<file path="src/rtl/seq_divider_if.sv">
// seq_divider_if: operand/result bundle for seq_divider (dbz present with SEQ_DIV_DBZ_EN)
interface seq_divider_if #(parameter int n = 8);
  logic start;
  logic [n-1:0] dividend;
  logic [n-1:0] divisor;
  logic [n-1:0] quotient;
  logic [n-1:0] remainder;
  logic valid;
`ifdef SEQ_DIV_DBZ_EN
  logic dbz;
  modport master (output start, dividend, divisor, input quotient, remainder, valid, dbz);
  modport slave (input start, dividend, divisor, output quotient, remainder, valid, dbz);
`else
  modport master (output start, dividend, divisor, input quotient, remainder, valid);
  modport slave (input start, dividend, divisor, output quotient, remainder, valid);
`endif
endinterface

</file>
<file path="src/rtl/seq_divider.sv">
// seq_divider: restoring shift-subtract divider, one quotient bit per clock; SEQ_DIV_DBZ_EN adds a 1-edge divide-by-zero path
module bit8 (
  input  logic [7:0] a,
  input  logic [7:0] b,
  input  logic       cin,
  output logic [7:0] s,
  output logic       cout
);
  logic [4:0] lo, h0, h1;
  assign lo = {1'b0, a[3:0]} + {1'b0, b[3:0]} + {4'b0, cin};
  assign h0 = {1'b0, a[7:4]} + {1'b0, b[7:4]};
  assign h1 = h0 + 5'd1;
  assign {cout, s} = {lo[4] ? h1 : h0, lo[3:0]};
endmodule

module seq_divider #(parameter int n = 8) (
  input logic clock,
  input logic reset,
  seq_divider_if.slave bus
);
  localparam int cw = $clog2(n + 1);
  typedef enum logic [1:0] {IDLE, CALC, DONE} state_t;
  state_t state, state_n;
  logic [n:0] r, r_n, t, d;
  logic [n-1:0] q, q_n, dv, dv_n, dd, dd_n, quo, quo_n, rem, rem_n;
  logic [cw-1:0] count, count_n;
  logic vld, vld_n;
  logic [7:0] s;
  logic c8, co;
`ifdef SEQ_DIV_DBZ_EN
  logic dz, dz_n;
  assign bus.dbz = dz;
`endif
  assign t = {r[n-1:0], q[n-1]};
  bit8 u_add (.a(t[7:0]), .b(~dv[7:0]), .cin(1'b1), .s(s), .cout(c8));
  // top stage adds t[n] to the inverted zero msb of the divisor
  assign co = t[n] | c8;
  assign d = {~(t[n] ^ c8), s};
  always_comb begin
    state_n = state;
    r_n = r;
    q_n = q;
    dv_n = dv;
    dd_n = dd;
    quo_n = quo;
    rem_n = rem;
    count_n = count;
    vld_n = vld;
`ifdef SEQ_DIV_DBZ_EN
    dz_n = dz;
`endif
    if (!bus.start) begin
      state_n = IDLE;
      r_n = '0;
      q_n = '0;
      dv_n = '0;
      dd_n = '0;
      quo_n = '0;
      rem_n = '0;
      count_n = '0;
      vld_n = 1'b0;
`ifdef SEQ_DIV_DBZ_EN
      dz_n = 1'b0;
`endif
    end else if (state == IDLE) begin
      dd_n = bus.dividend;
      dv_n = bus.divisor;
      q_n = bus.dividend;
      r_n = '0;
      count_n = cw'(n);
      state_n = CALC;
`ifdef SEQ_DIV_DBZ_EN
      if (bus.divisor == '0) begin
        state_n = DONE;
        quo_n = '1;
        rem_n = bus.dividend;
        vld_n = 1'b1;
        dz_n = 1'b1;
      end
`endif
    end else if (state == CALC) begin
      r_n = co ? d : t;
      q_n = {q[n-2:0], co};
      count_n = count - 1'b1;
      if (count == cw'(1)) begin
        quo_n = q_n;
        rem_n = r_n[n-1:0];
        vld_n = 1'b1;
        state_n = DONE;
      end
    end else if (bus.dividend != dd || bus.divisor != dv) begin
      quo_n = '0;
      rem_n = '0;
      vld_n = 1'b0;
      state_n = IDLE;
`ifdef SEQ_DIV_DBZ_EN
      dz_n = 1'b0;
`endif
    end
  end
  always_ff @(posedge clock) begin
    if (reset) begin
      state <= IDLE;
      r <= '0;
      q <= '0;
      dv <= '0;
      dd <= '0;
      quo <= '0;
      rem <= '0;
      count <= '0;
      vld <= 1'b0;
`ifdef SEQ_DIV_DBZ_EN
      dz <= 1'b0;
`endif
    end else begin
      state <= state_n;
      r <= r_n;
      q <= q_n;
      dv <= dv_n;
      dd <= dd_n;
      quo <= quo_n;
      rem <= rem_n;
      count <= count_n;
      vld <= vld_n;
`ifdef SEQ_DIV_DBZ_EN
      dz <= dz_n;
`endif
    end
  end
  assign bus.quotient = quo;
  assign bus.remainder = rem;
  assign bus.valid = vld;
endmodule

</file>
<file path="src/flat_wrapper.sv">
// flat-port wrapper written by rule: the top's interface ports become plain ports
module seq_divider_flat 
#(parameter int n = 8)
  (clock, reset, bus_start, bus_dividend, bus_divisor, bus_quotient, bus_remainder, bus_valid);
  seq_divider_if #(.n(n)) bus_i ();
  input logic clock;
  input logic reset;
  input wire logic [$bits(bus_i.start)-1:0] bus_start;
  input wire logic [$bits(bus_i.dividend)-1:0] bus_dividend;
  input wire logic [$bits(bus_i.divisor)-1:0] bus_divisor;
  output wire logic [$bits(bus_i.quotient)-1:0] bus_quotient;
  output wire logic [$bits(bus_i.remainder)-1:0] bus_remainder;
  output wire logic [$bits(bus_i.valid)-1:0] bus_valid;
  assign bus_i.start = bus_start;
  assign bus_i.dividend = bus_dividend;
  assign bus_i.divisor = bus_divisor;
  assign bus_quotient = bus_i.quotient;
  assign bus_remainder = bus_i.remainder;
  assign bus_valid = bus_i.valid;
  seq_divider #(.n(n)) u_core (.clock(clock), .reset(reset), .bus(bus_i));
endmodule
</file>
<file path="config.mk">
export PLATFORM = sky130hd
export DESIGN_NAME = seq_divider_flat
export DESIGN_NICKNAME = d
export VERILOG_FILES = /design/src/rtl/seq_divider_if.sv /design/src/rtl/seq_divider.sv /design/src/flat_wrapper.sv
export SDC_FILE = /design/constraint.sdc
export NUM_CORES = 1
export LEC_CHECK = 0
export CORE_UTILIZATION = 41
export DETAILED_ROUTE_END_ITERATION = 7
export GPL_ROUTABILITY_DRIVEN = 0
export GPL_TIMING_DRIVEN = 0
export PLACE_DENSITY_LB_ADDON = 0.05
export SYNTH_ARGS = -nofsm -noshare
export SYNTH_HDL_FRONTEND = slang
export SYNTH_SLANG_ARGS = --single-unit
export TNS_END_PERCENT = 30
</file>
<file path="constraint.sdc">
create_clock -name clock -period 3.65 [get_ports clock]
set_input_delay 0.73 -clock clock [delete_from_list [all_inputs] [get_ports clock]]
set_output_delay 0.73 -clock clock [all_outputs]
set_load 0.05 [all_outputs]
</file>
Word level (Yosys, flattened, before mapping)
Cells that the tools add are included.
{"block": "word_totals", "ff_bits": 55, "output_inout_bits": 17, "wordCells": 54}
{"block": "classes", "add_sub_neg": 5, "eq_ne": 6, "muxes": 18, "bitwise": 4, "n_reduce_logical": 10}
{"cell": "8-bit two-way mux", "count": 8}
{"cell": "8-bit != test", "count": 2}
{"cell": "4-bit by 4-bit adder with 5-bit output", "count": 2}
{"cell": "5-bit by 1-bit adder with 5-bit output, second input constant", "count": 2}
{"cell": "4-bit two-way mux", "count": 2}
{"cell": "8-bit NOT", "count": 1}
{"cell": "2-bit two-way mux", "count": 3}
{"cell": "5-bit two-way mux", "count": 1}
{"cell": "4-bit by 1-bit equality test with 1-bit output, second input constant", "count": 1}
{"cell": "1-bit two-way mux", "count": 4}
{"cell": "2-bit AND reduction", "count": 2}
{"cell": "2-bit nonzero test", "count": 2}
{"cell": "4-bit by 1-bit subtractor with 4-bit output, second input constant", "count": 1}
{"cell": "3-bit by 2-bit != test with 1-bit output, second input constant", "count": 1}
{"cell": "3-bit AND reduction", "count": 1}
{"cell": "3-bit nonzero test", "count": 1}
{"cell": "3-bit OR reduction", "count": 1}
{"cell": "2-bit by 1-bit equality test with 1-bit output, second input constant", "count": 1}
{"cell": "2-bit logical NOT", "count": 1}
{"cell": "2-bit != test, second input constant", "count": 1}
{"cell": "1-bit NOT", "count": 2}
{"cell": "2-bit OR reduction", "count": 1}
{"cell": "1-bit logical OR", "count": 1}
{"cell": "1-bit OR", "count": 1}

Depth between registers and ports, before layout
Gate-level depths: netlist of the first run.
{"block": "depth", "ltp_word": 8, "depth_mapped": 10, "depth_no_buf": 10}

Modules after synthesis
From an unflattened synthesis of the first run, not the netlist that was laid out.
{"block": "hier_totals", "hier_cells": 327, "hier_area_um2": 2750.1}
{"mod": "seq_divider", "instances": 1, "cells_per_inst": 276, "area_per_inst_um2": 2359.8, "seq_area_each_um2": 1101.1}
{"mod": "bit8", "instances": 1, "cells_per_inst": 51, "area_per_inst_um2": 390.4, "seq_area_each_um2": 0.0}

Least setup slack after synthesis of the first run
No wires, ideal clock.
{"block": "synth_path", "path_kind": "register -> register", "startpoint": "register u_core.dv[4]", "endpoint": "register u_core.rem[1], in the netlist u_core.bus.remainder[1]", "setup_time_ns": 0.121, "arrival_ns": 2.520, "slack_ns": 1.009, "stages_incl_launch_ff": 11, "cell_sequence": "dfxtp_1 inv_1 ha_1 fa_1 ha_1 inv_1 a211o_1 nor3_4 mux2i_2 mux2i_1 o21ai_1"}
{"block": "synth_via", "elab_chain_cells": 8, "word_cells_on_any_way": 12, "cone_classes": "add/sub: 2; eq/ne: 1; mux: 4; bitwise: 2; reduce/logical: 3"}
{"element": "start, declared", "line": "seq_divider.sv:25", "rtl": "logic [n-1:0] q, q_n, dv, dv_n, dd, dd_n, quo, quo_n, rem, rem_n;"}
{"element": "start signal, assigned", "line": "seq_divider.sv:119", "rtl": "dv <= dv_n;"}
{"element": "8-bit NOT", "line": "seq_divider.sv:35", "rtl": "bit8 u_add (.a(t[7:0]), .b(~dv[7:0]), .cin(1'b1), .s(s), .cout(c8));"}
{"element": "4-bit by 4-bit adder with 5-bit output", "line": "seq_divider.sv:11", "rtl": "assign h0 = {1'b0, a[7:4]} + {1'b0, b[7:4]};"}
{"element": "5-bit by 1-bit adder with 5-bit output", "line": "seq_divider.sv:12", "rtl": "assign h1 = h0 + 5'd1;"}
{"element": "5-bit two-way mux", "line": "seq_divider.sv:13", "rtl": "assign {cout, s} = {lo[4] ? h1 : h0, lo[3:0]};"}
{"element": "1-bit OR", "line": "seq_divider.sv:37", "rtl": "assign co = t[n] | c8;"}
{"element": "8-bit two-way mux", "line": "seq_divider.sv:82", "rtl": "r_n = co ? d : t;"}
{"element": "8-bit two-way mux", "line": "seq_divider.sv:85", "rtl": "if (count == cw'(1)) begin"}
{"element": "8-bit two-way mux", "line": "seq_divider.sv:81", "rtl": "end else if (state == CALC) begin"}
{"element": "end signal, assigned", "line": "seq_divider.sv:122", "rtl": "rem <= rem_n;"}
{"element": "end, declared", "line": "seq_divider.sv:25"}
Several ways; a longest one is shown, not always the timed one. The select of a mux whose other input is x is not followed.
A chain may end at the register's enable or synchronous reset.

Worst setup path in the final report of the first run
{"block": "layout_path", "startpoint": "register u_core.dv[4]", "endpoint": "register u_core.r[3]"}
{"block": "layout_via", "elab_chain_cells": 6}
{"element": "8-bit NOT *", "line": "seq_divider.sv:35"}
{"element": "4-bit by 4-bit adder with 5-bit output *", "line": "seq_divider.sv:11"}
{"element": "5-bit by 1-bit adder with 5-bit output", "line": "seq_divider.sv:12"}
{"element": "5-bit two-way mux *", "line": "seq_divider.sv:13"}
{"element": "1-bit OR *", "line": "seq_divider.sv:37"}
{"element": "8-bit two-way mux *", "line": "seq_divider.sv:82"}
{"element": "end signal, assigned", "line": "seq_divider.sv:117", "rtl": "r <= r_n;"}
{"element": "end, declared", "line": "seq_divider.sv:24", "rtl": "logic [n:0] r, r_n, t, d;"}
Mark *: on every way between the ends. The rest lies on a longest branch, timed or not.

==> results of run 1 <==
## kinds of logic after synthesis
kind of cell	synth area share, %
compound gates	17.7
xor+xnor	8.65
fa+ha+maj	6.50
buf+inv	4.53
flops	40.3
mux	4.76
simple gates	17.6
## state kept, by name, indices dropped and copies added, names as in the netlist
signal	cells
u_core.bus.quotient	8
u_core.dd	8
u_core.bus.valid	1
u_core.dv	8
u_core.state	2
u_core.r	8
u_core.bus.remainder	8
u_core.count	4
u_core.q	8
## routing by layer
metal / vias up / share of wire, %
met3: 4 / 4.3
met5: - / 0
li1: 1169 / -
met2: 41 / 41
met4: 0 / 1.0
met1: 1031 / 53
## Yosys cell counts (2+ instances only)
master | instances | area (um2)
o21ai_0 | 10 | 50.1
a211oi_1 | 2 | 15.0
xnor2_1 | 6 | 52.6
nor4_1 | 4 | 25.0
and2_1 | 3 | 18.8
o21ai_1 | 5 | 25.0
nor2_1 | 29 | 109
mux2i_1 | 9 | 90.1
o221ai_1 | 3 | 26.3
a21oi_1 | 39 | 195
or3_1 | 2 | 12.5
dfxtp_1 | 55 | 1100
a22o_1 | 8 | 70.1
or2_2 | 3 | 18.8
ha_1 | 11 | 138
nand2b_1 | 4 | 25.0
inv_1 | 17 | 63.8
nand3_1 | 4 | 20.0
nand2_1 | 50 | 188
xor2_1 | 21 | 184
clkbuf_1 | 8 | 30.0
fa_1 | 2 | 40.0
buf_2 | 3 | 15.0
## layout make-up
class,instances,area (um2),area share [%]
well taps,77,96.3,2.95
inverters,17,63.8,1.96
plain buffers,13,60.1,1.84
clock inverters,2,13.8,0.422
multi-input cells,235,1510,46.2
repair buffers,35,350,10.7
flip-flops and latches,55,1100,33.7
clock buffers,5,68.8,2.11
## power groups by stage
stage	registers [uW]	clock network, uW	logic, uW
after CTS	625	342	189
after global routing	628	366	209
final	625	331	188
after floorplan	636	0	131
after detailed placement	639	0	188
after global placement	639	0	187
## stage by stage
| stage | cells | hold slack [ps] | cell area (um2) | utilization, % |
|---|---|---|---|---|
| 6_report | 439 | 448 | 3260 | 51.1 |
| 5_1_grt | 439 | 470 | 3260 | 51.1 |
| 4_1_cts | 439 | 452 | 3260 | 51.1 |
| 3_5_place_dp | 432 | 436 | 3180 | 49.8 |
| 3_3_place_gp | 432 | 430 | 3180 | 49.8 |
| 2_1_floorplan | 320 | 444 | 2730 | - |
## tightest hold or removal path, stage by stage (launching register included)
cell and delay (ps):
dfxtp_1 330, nand2_1 50, nand2_1 40
## worst min-delay path by stage
stage / startpoint / to
after floorplan: u_core.q[0] / u_core.q[0]
after global placement: u_core.bus.valid / u_core.bus.valid
after detailed placement: u_core.bus.valid / u_core.bus.valid
after CTS: u_core.bus.valid / u_core.bus.valid
after global routing: u_core.bus.remainder[1] / u_core.bus.remainder[1]
final: u_core.bus.valid / u_core.bus.valid
==> flow_summary.toml, run 1 <==
[status]
status = "finished clean"

[drt]
drt-vias-per-instance = 5.11
drtIter0Drc = 170
drt.antenna.violating_nets = 0
dr_total_vias = 2245
drc = 0
wire_per_inst_um = 13.8
wl_um = 6060
first_pass_iters = 4

[critical_path]
reg2reg_from = "u_core.dv[4]"
worstPathMaxFanout = 8
r2r_end = "u_core.r[3]"
critPathLaunchType = "register"
rrSetupSlack_ps = 610
path_cells = "inv_1 > ha_1 > fa_1 > ha_1 > inv_1 > a211o_1 > nor3_4 > mux2i_2 > mux2i_1 > a21oi_1"
crit_end = "u_core.r[3]"
worst-endpoint-arrival_ps = 3250
critPathKind = "reg2reg"
critPathBufInv = 2
cpMaxStageDelayCell = "mux2i_2"
cp-end-kind = "register"
required_ps = 3850
critical-path-top-delay-family = "multiplexers"
worst_path_largest_cell_delay_ps = 560
crit_cells = 10
r2r_cells = 10
critPathLaunch = "u_core.dv[4]"

[sta]
setup_violations = 0
slew_headroom_pct = 61.0
max_freq_mhz = 329
drv_slew = 0
fin_crit_sh_pct = 83.4
finalCriticalPeriod_ps = 3040
rsz0062_at_grt = "false"
setup_tns_ps = 0
worst-slew-pin-transition_ps = 585
hold_violations = 0
skew_ps = 14.6
fin_ws_ps = 607

[power_and_ir_drop]
ir_drop_mv = 0.174
p_clk_share_pct = 28.9
power.switching_uw = 316
p_leak_uw = 0.00133
pwr-share-seq_pct = 54.7
p_comb_share_pct = 16.4
p_sw_share_pct = 27.6
finalPower_uw = 1140
power_density_mw_per_mm2 = 351
internal_power_uw = 828

[logic_synthesis]
syn_area_mm2 = 0.00273
synth-edff-count = 0
yosys_warnings = 0
synth-async-reset-ratio_pct = 0
synthDistinctLibCells = 45
synth_area_per_cell_um2 = 8.54
syn_nets = 352
synth_ff_type = "dfxtp_1"
ys_ff_latch = 55
synth-seq-area-share_pct = 40.3
synthCells = 320

[floorplan]
start_util_pct = 42.8
die_w_um = 83.7
rows = 29
io_pins = 36
die-area_mm2 = 0.00700
dieHeight_um = 83.7
core_area_mm2 = 0.00639

[clock_network]
cts_hold_buf = 0
postCtsSetupBuffers = 0
ctsResizeCount = 0
insertion_delay_ps = 310
clock_sinks = 55
clockBufferDepth = 2
tritoncts = "built"
cts_inserted_buffers = 5
htree_levels = 2
root_buffer = "clkbuf_8"
clk_pin_slew_ps = 110

[final_layout]
insertedDiodeCount = 0
final_common_cell = "dfxtp_1"
area_growth_pct = 19.4
drive_gt1_share_pct = 6.08
nFillCells = 636
layout_common_cells = "dfxtp_1 (55), nand2_1 (50), a21oi_1 (39), clkdlybuf4s50_1 (35), nor2_1 (29)"
fin_nets = 394

[global_route]
grt_pass1_vias = 2052
gr-total-overflow = 0
grt_pass1_wl_um = 10300
grt.met3_usage_pct = 2.97
grt_use_met1_pct = 28.2
grt.busiest_layer = "met1"
grt_max_degree = 17
met2_usage_pct = 26.5
grt_use_total_pct = 18.3
antenna_found_initial = 0

[place]
io_buffers = 35
dp_hpwl_um = 4680
place_ws_ps = 598

[hold_path]
worstHoldPathType = "reg2reg"
holdPathStages = 2

[run]
max_cap_viol_count = 0
Power figures use the tool's default switching activity.
==> run 2, diff against run 1 <==
- clock period: 3.65 -> 3 ns (I/O delays scaled with it)
==> run 2 against run 1 <==
Power rose by 24%. Global-route usage is essentially flat. First-iteration DRC count down 3.5%. Fmax increased by 6.8%. Sequential power up 22%. Non-clock buffer count increased by 6. Sequential cell count unchanged. Critical path depth grew 1. Utilization rose by 1.1 points.
==> flow_summary.toml, run 2 (synthesized netlist as in run 1, its figures left out) <==
[power_and_ir_drop]
power_density_mw_per_mm2 = 426
internal_power_uw = 1030
p_leak_uw = 0.00135
power.switching_uw = 390
finalPower_uw = 1420
ir_drop_mv = 0.211
pwr-share-seq_pct = 53.6
p_comb_share_pct = 18.0
p_clk_share_pct = 28.3
p_sw_share_pct = 27.5

[drt]
drc = 0
drt-vias-per-instance = 5.08
wl_um = 6130
wire_per_inst_um = 13.8
drtIter0Drc = 164
dr_total_vias = 2262
drt.antenna.violating_nets = 0
first_pass_iters = 4

[floorplan]
start_util_pct = 42.8
rows = 29
die-area_mm2 = 0.00700
io_pins = 36
die_w_um = 83.7
dieHeight_um = 83.7
core_area_mm2 = 0.00639

[final_layout]
finalInstanceArea_mm2 = 0.00333
final_core_utilization_pct = 52.2
area_growth_pct = 21.9
final_common_cell = "dfxtp_1"
fin_nets = 400
nFillCells = 628
layout_common_cells = "dfxtp_1 (54), nand2_1 (50), a21oi_1 (39), clkdlybuf4s50_1 (35), nor2_1 (29)"
drive_gt1_share_pct = 8.70
insertedDiodeCount = 0
finalNonFillerCells = 445

[critical_path]
worst-endpoint-arrival_ps = 3060
required_ps = 3210
reg2reg_from = "u_core.dv[4]"
cp-end-kind = "register"
r2r_end = "u_core.bus.remainder[7]"
r2r_cells = 11
critPathLaunchType = "register"
worstPathMaxFanout = 5
critPathLaunch = "u_core.dv[4]"
rrSetupSlack_ps = 150
critPathKind = "reg2reg"

[place]
dp_cells = 432
post_dp_cell_area_mm2 = 0.00318
io_buffers = 35
dp_hpwl_um = 4680

[run]
max_cap_viol_count = 0

[hold_path]
holdPathStages = 2
min_from = "u_core.bus.valid"
worstHoldPathType = "reg2reg"
min_to = "u_core.bus.valid"

[sta]
worst-slew-pin-transition_ps = 590
hold_violations = 0
setup_violations = 0
max_freq_mhz = 351
slew_headroom_pct = 60.7
fin_crit_sh_pct = 95.0
rsz0062_at_grt = "false"
skew_ps = 13.2
setup_tns_ps = 0
finalCriticalPeriod_ps = 2850
drv_slew = 0

[clock_network]
cts_hold_buf = 0
clk_pin_slew_ps = 100
htree_levels = 2
clockBufferDepth = 2
root_buffer = "clkbuf_8"
insertion_delay_ps = 310
clock_sinks = 55
cts_inserted_buffers = 5
tritoncts = "built"

[global_route]
antenna_found_initial = 0
grt_pass1_wl_um = 10200
grt_pass1_vias = 2049
grt_use_total_pct = 18.2
grt_max_degree = 17
gr-total-overflow = 0

[status]
status = "finished clean"
-- run 2: cell types whose count changed in the layout (fill, tap and decap cells not counted), sizes merged --
cell,previous run,this run
buf,5,11
-- run 2: stage by stage --
| stage | setup slack (ps) | hold WS (ps) |
|---|---|---|
| finish | 151 | 448 |
| global route | 11.2 | 470 |
| global placement | -47.9 | 430 |
| CTS | 27.5 | 452 |
| floorplan | 359 | 444 |
| detailed placement | -51.6 | 436 |
-- run 2: area by class of cell --
cell class                 instances  area, um2  area share (%)
clock buffer                       5       68.8            2.07
multi-input combinational        235       1530            45.9
inverter                          17       63.8            1.92
sequential                        55       1100            33.1
timing repair buffer              41        399            12.0
buffer                            13       60.1            1.80
clock inverter                     2       13.8           0.413
tap                               77       96.3            2.89
-- run 2: worst max-delay path by stage --
stage	endpoint	slack [ps]	depth (start not counted)
5_1_grt	u_core.bus.remainder[3]	10	10
4_1_cts	u_core.r[3]	30	10
3_3_place_gp	u_core.r[3]	-50	10
3_5_place_dp	u_core.bus.remainder[3]	-50	10
6_report	u_core.bus.remainder[7]	150	11
2_1_floorplan	u_core.bus.remainder[1]	360	10
-- run 2: layer usage --
metal | track usage, % | up-vias | share of wire (%)
met5 | 0 | - | 0
met4 | 4.01 | 0 | 1.0
met3 | 2.97 | 4 | 3.3
met2 | 26.5 | 39 | 42
met1 | 28.1 | 1030 | 54
li1 | - | 1189 | -
-- run 2: repair_timing --
item / CTS / global route
buffers inserted: 0 / 6
gates resized for setup: 1 / 5
pin swaps: 0 / 3
endpoints found under the setup margin: 4 / 7
-- run 2: worst max-delay path, stage by stage, from the launching register on --
cell and delay [ps]:
dfxtp_2 340, inv_1 50, ha_2 190, fa_1 560, ha_1 150, inv_1 50, a211o_1 310, nor3_4 280
mux2i_4 410, buf_4 180, a21oi_1 60, a22o_1 180
-- run 2: power by group through the flow --
stage                     Clock [uW]  Combinational [uW]  Sequential (uW)
after floorplan                    0                 159              774
after detailed placement           0                 229              778
after global routing             446                 282              763
final                            402                 256              761
after global placement             0                 227              777
after CTS                        416                 234              761
==> patch: new RTL, settings of run 2 <==
Make the reset (`reset`) asynchronous in one clocked block.
--- a/src/rtl/seq_divider.sv
+++ b/src/rtl/seq_divider.sv
@@ -98,7 +98,7 @@
 `endif
     end
   end
-  always_ff @(posedge clock) begin
+  always_ff @(posedge clock or posedge reset) begin
     if (reset) begin
       state <= IDLE;
       r <= '0;
Function: changed (Yosys sat finds a counterexample within 10 cycles, from zero or initial values and one cycle with reset high; the reset may be asserted at any time).
==> patch against run 2 <==
  * Synthesized area up 6.9%
  * Cell area up 6.1%
  * Worst setup slack better by 0.039 ns
  * Worst hold slack better by 0.039 ns
  * Wire length up 7.7%
  * Die area up 6.7%
  * Maximum frequency up 1.4%
  * Sequential cell count unchanged
  * Clock skew down 0.0029 ns
  * Global-route usage up 1.4 points
  * First-iteration DRC count down 49%
  * Critical endpoint is now u_core.bus.remainder[0]$_DFFE_PP0P_
Power is not compared: it rests on default switching activity, and its combinational part moved more than twofold at a synthesized area within 25%.
==> patch: results (changes against run 2) <==
CTS resizes 0 (-1); I/O Buffers 34 (-2.9%); leakage 1.60 nW; worst flop-to-flop path startpoint u_core.dv[4]$_DFFE_PP0P_; clock buffer depth 2 (unchanged); ys async rst share 1.00 (+1.00); clock latency on the worst-skew pair 0.31 ns (about the same); vias in the first global route 2181 (+6.4%); Yosys top cell area share 0.471 (+0.0681); routed wire length 6600 um (+7.7%); GRT Util Overall 0.197 (+0.0144); fin crit share 0.937 (-0.0129); largest net degree at the start of global routing 34 (+17); HPWL Detailed 4690 um (+0.23%); clk slew on worst S/H paths 0.10 ns (about the same); commonest cells in the synthesized netlist dfrtp_1 (55), nand2_1 (53), xnor2_1 (20); layout cells sized above 1 0.0821 (-0.00489); DRT iter0 DRCs 84 (-49%); DR vias/cell 5.03 (-1.1%); Critical Path Sink Type flip-flop; Hold Startpoint u_core.bus.valid$_DFFE_PP0P_; first-pass GRT wire length 11300 um (+10%); R2R Path End u_core.bus.remainder[0]$_DFFE_PP0P_; Synth area leaders dfrtp_1 (47%), nand2_1 (6.8%), xnor2_1 (6.0%); Placed Cells 415 (-3.9%); count of nets after finishing 360 (-10%); Reg2Reg Setup Slack 0.19 ns (+0.04 ns); dpl ws -0.110 ns (-0.0585 ns); area post-placement 3410 um^2 (+7.2%); crit path DAT 3.05 ns (about the same); Hold Path End u_core.bus.valid$_DFFE_PP0P_; Crit path largest cell delay 0.53 ns (-0.03 ns); syn_nets 315 (-11%); number of library cell types mapped by synthesis 43 (-4.4%); status finished, final reports clean; final cell count without fillers 425 (-4.5%); post-synthesis sequential area ratio 0.471 (+0.0681); H-tree Lvls 2 (unchanged); Antenna diodes 0 (unchanged); Min Hold Slack 0.487 ns (+0.0385 ns); critical path's slowest cell fa_1; Post-synth EDFFs 0 (unchanged); Least-Margin Pin Slew 0.682 ns (+0.0924 ns); CP Max Fanout 6 (+1); TritonRoute pass-1 iters 4 (unchanged); Max Clock Skew 0.0103 ns (-0.00294 ns); antenna violations before repair 0 (unchanged); Mapped Cells 283 (-12%); Hold Path Cell Cnt 1 (-1); Root Driver clkbuf_8; Max rail drop VDD 0.000448 V; Hold Crit Class reg -> reg
[patch: cell types whose count changed after synthesis, sizes merged, moves of 4 or more]
cell            run 2  this run
a21boi              2        17
a21oi              40         6
dfrtp               0        55
dfxtp              55         0
mux2i              10        14
nor2               29         6
o211a               0         7
o2bb2ai             0         8
xnor2               6        20
xor2               21         2
[patch: cell families after synthesis]
kind of cell / count (synthesis) / share of synthesized area
compound gates: 69 / 0.180
xor+xnor: 22 / 0.0659
fa+ha+maj: 13 / 0.0608
flops: 55 / 0.471
simple gates: 78 / 0.122
buf+inv: 30 / 0.0394
mux: 16 / 0.0612
[patch: worst max-delay path: cells and delay by family, from the launching register on]
kind | cells | cell delay [ns]
DFF | 1 | 0.40
and+or+nand+nor | 2 | 0.37
buffers and inverters | 3 | 0.26
adders and majority gates | 3 | 0.90
AOI/OAI and AO/OA | 1 | 0.13
muxes | 2 | 0.66
[patch: routing by layer]
layer | vias to the layer above | track usage | wire length (um)
li1 | 1063 | - | -
met1 | 1037 | 0.278 | 3250
met2 | 32 | 0.322 | 3120
met3 | 5 | 0.0324 | 183
met4 | 0 | 0.0364 | 51
met5 | - | 0 | 0
[patch: cell type report]
cell class | count | area (um^2)
Multi-Input combinational cell | 198 | 1430
Timing Repair Buffer | 38 | 393
Clock buffer | 8 | 100
Tap cell | 96 | 120
Inverter | 18 | 67.6
Fill cell | 667 | 3300
Buffer | 12 | 47.5
Sequential cell | 55 | 1380
[patch: where the power goes]
group | internal (mW) | leakage (nW) | switching, mW | total (mW)
clock network | 0.212 | 0.0515 | 0.246 | 0.457
registers | 0.816 | 0.744 | 0.0688 | 0.884
logic | 0.632 | 0.806 | 0.624 | 1.26
total | 1.66 | 1.60 | 0.938 | 2.60
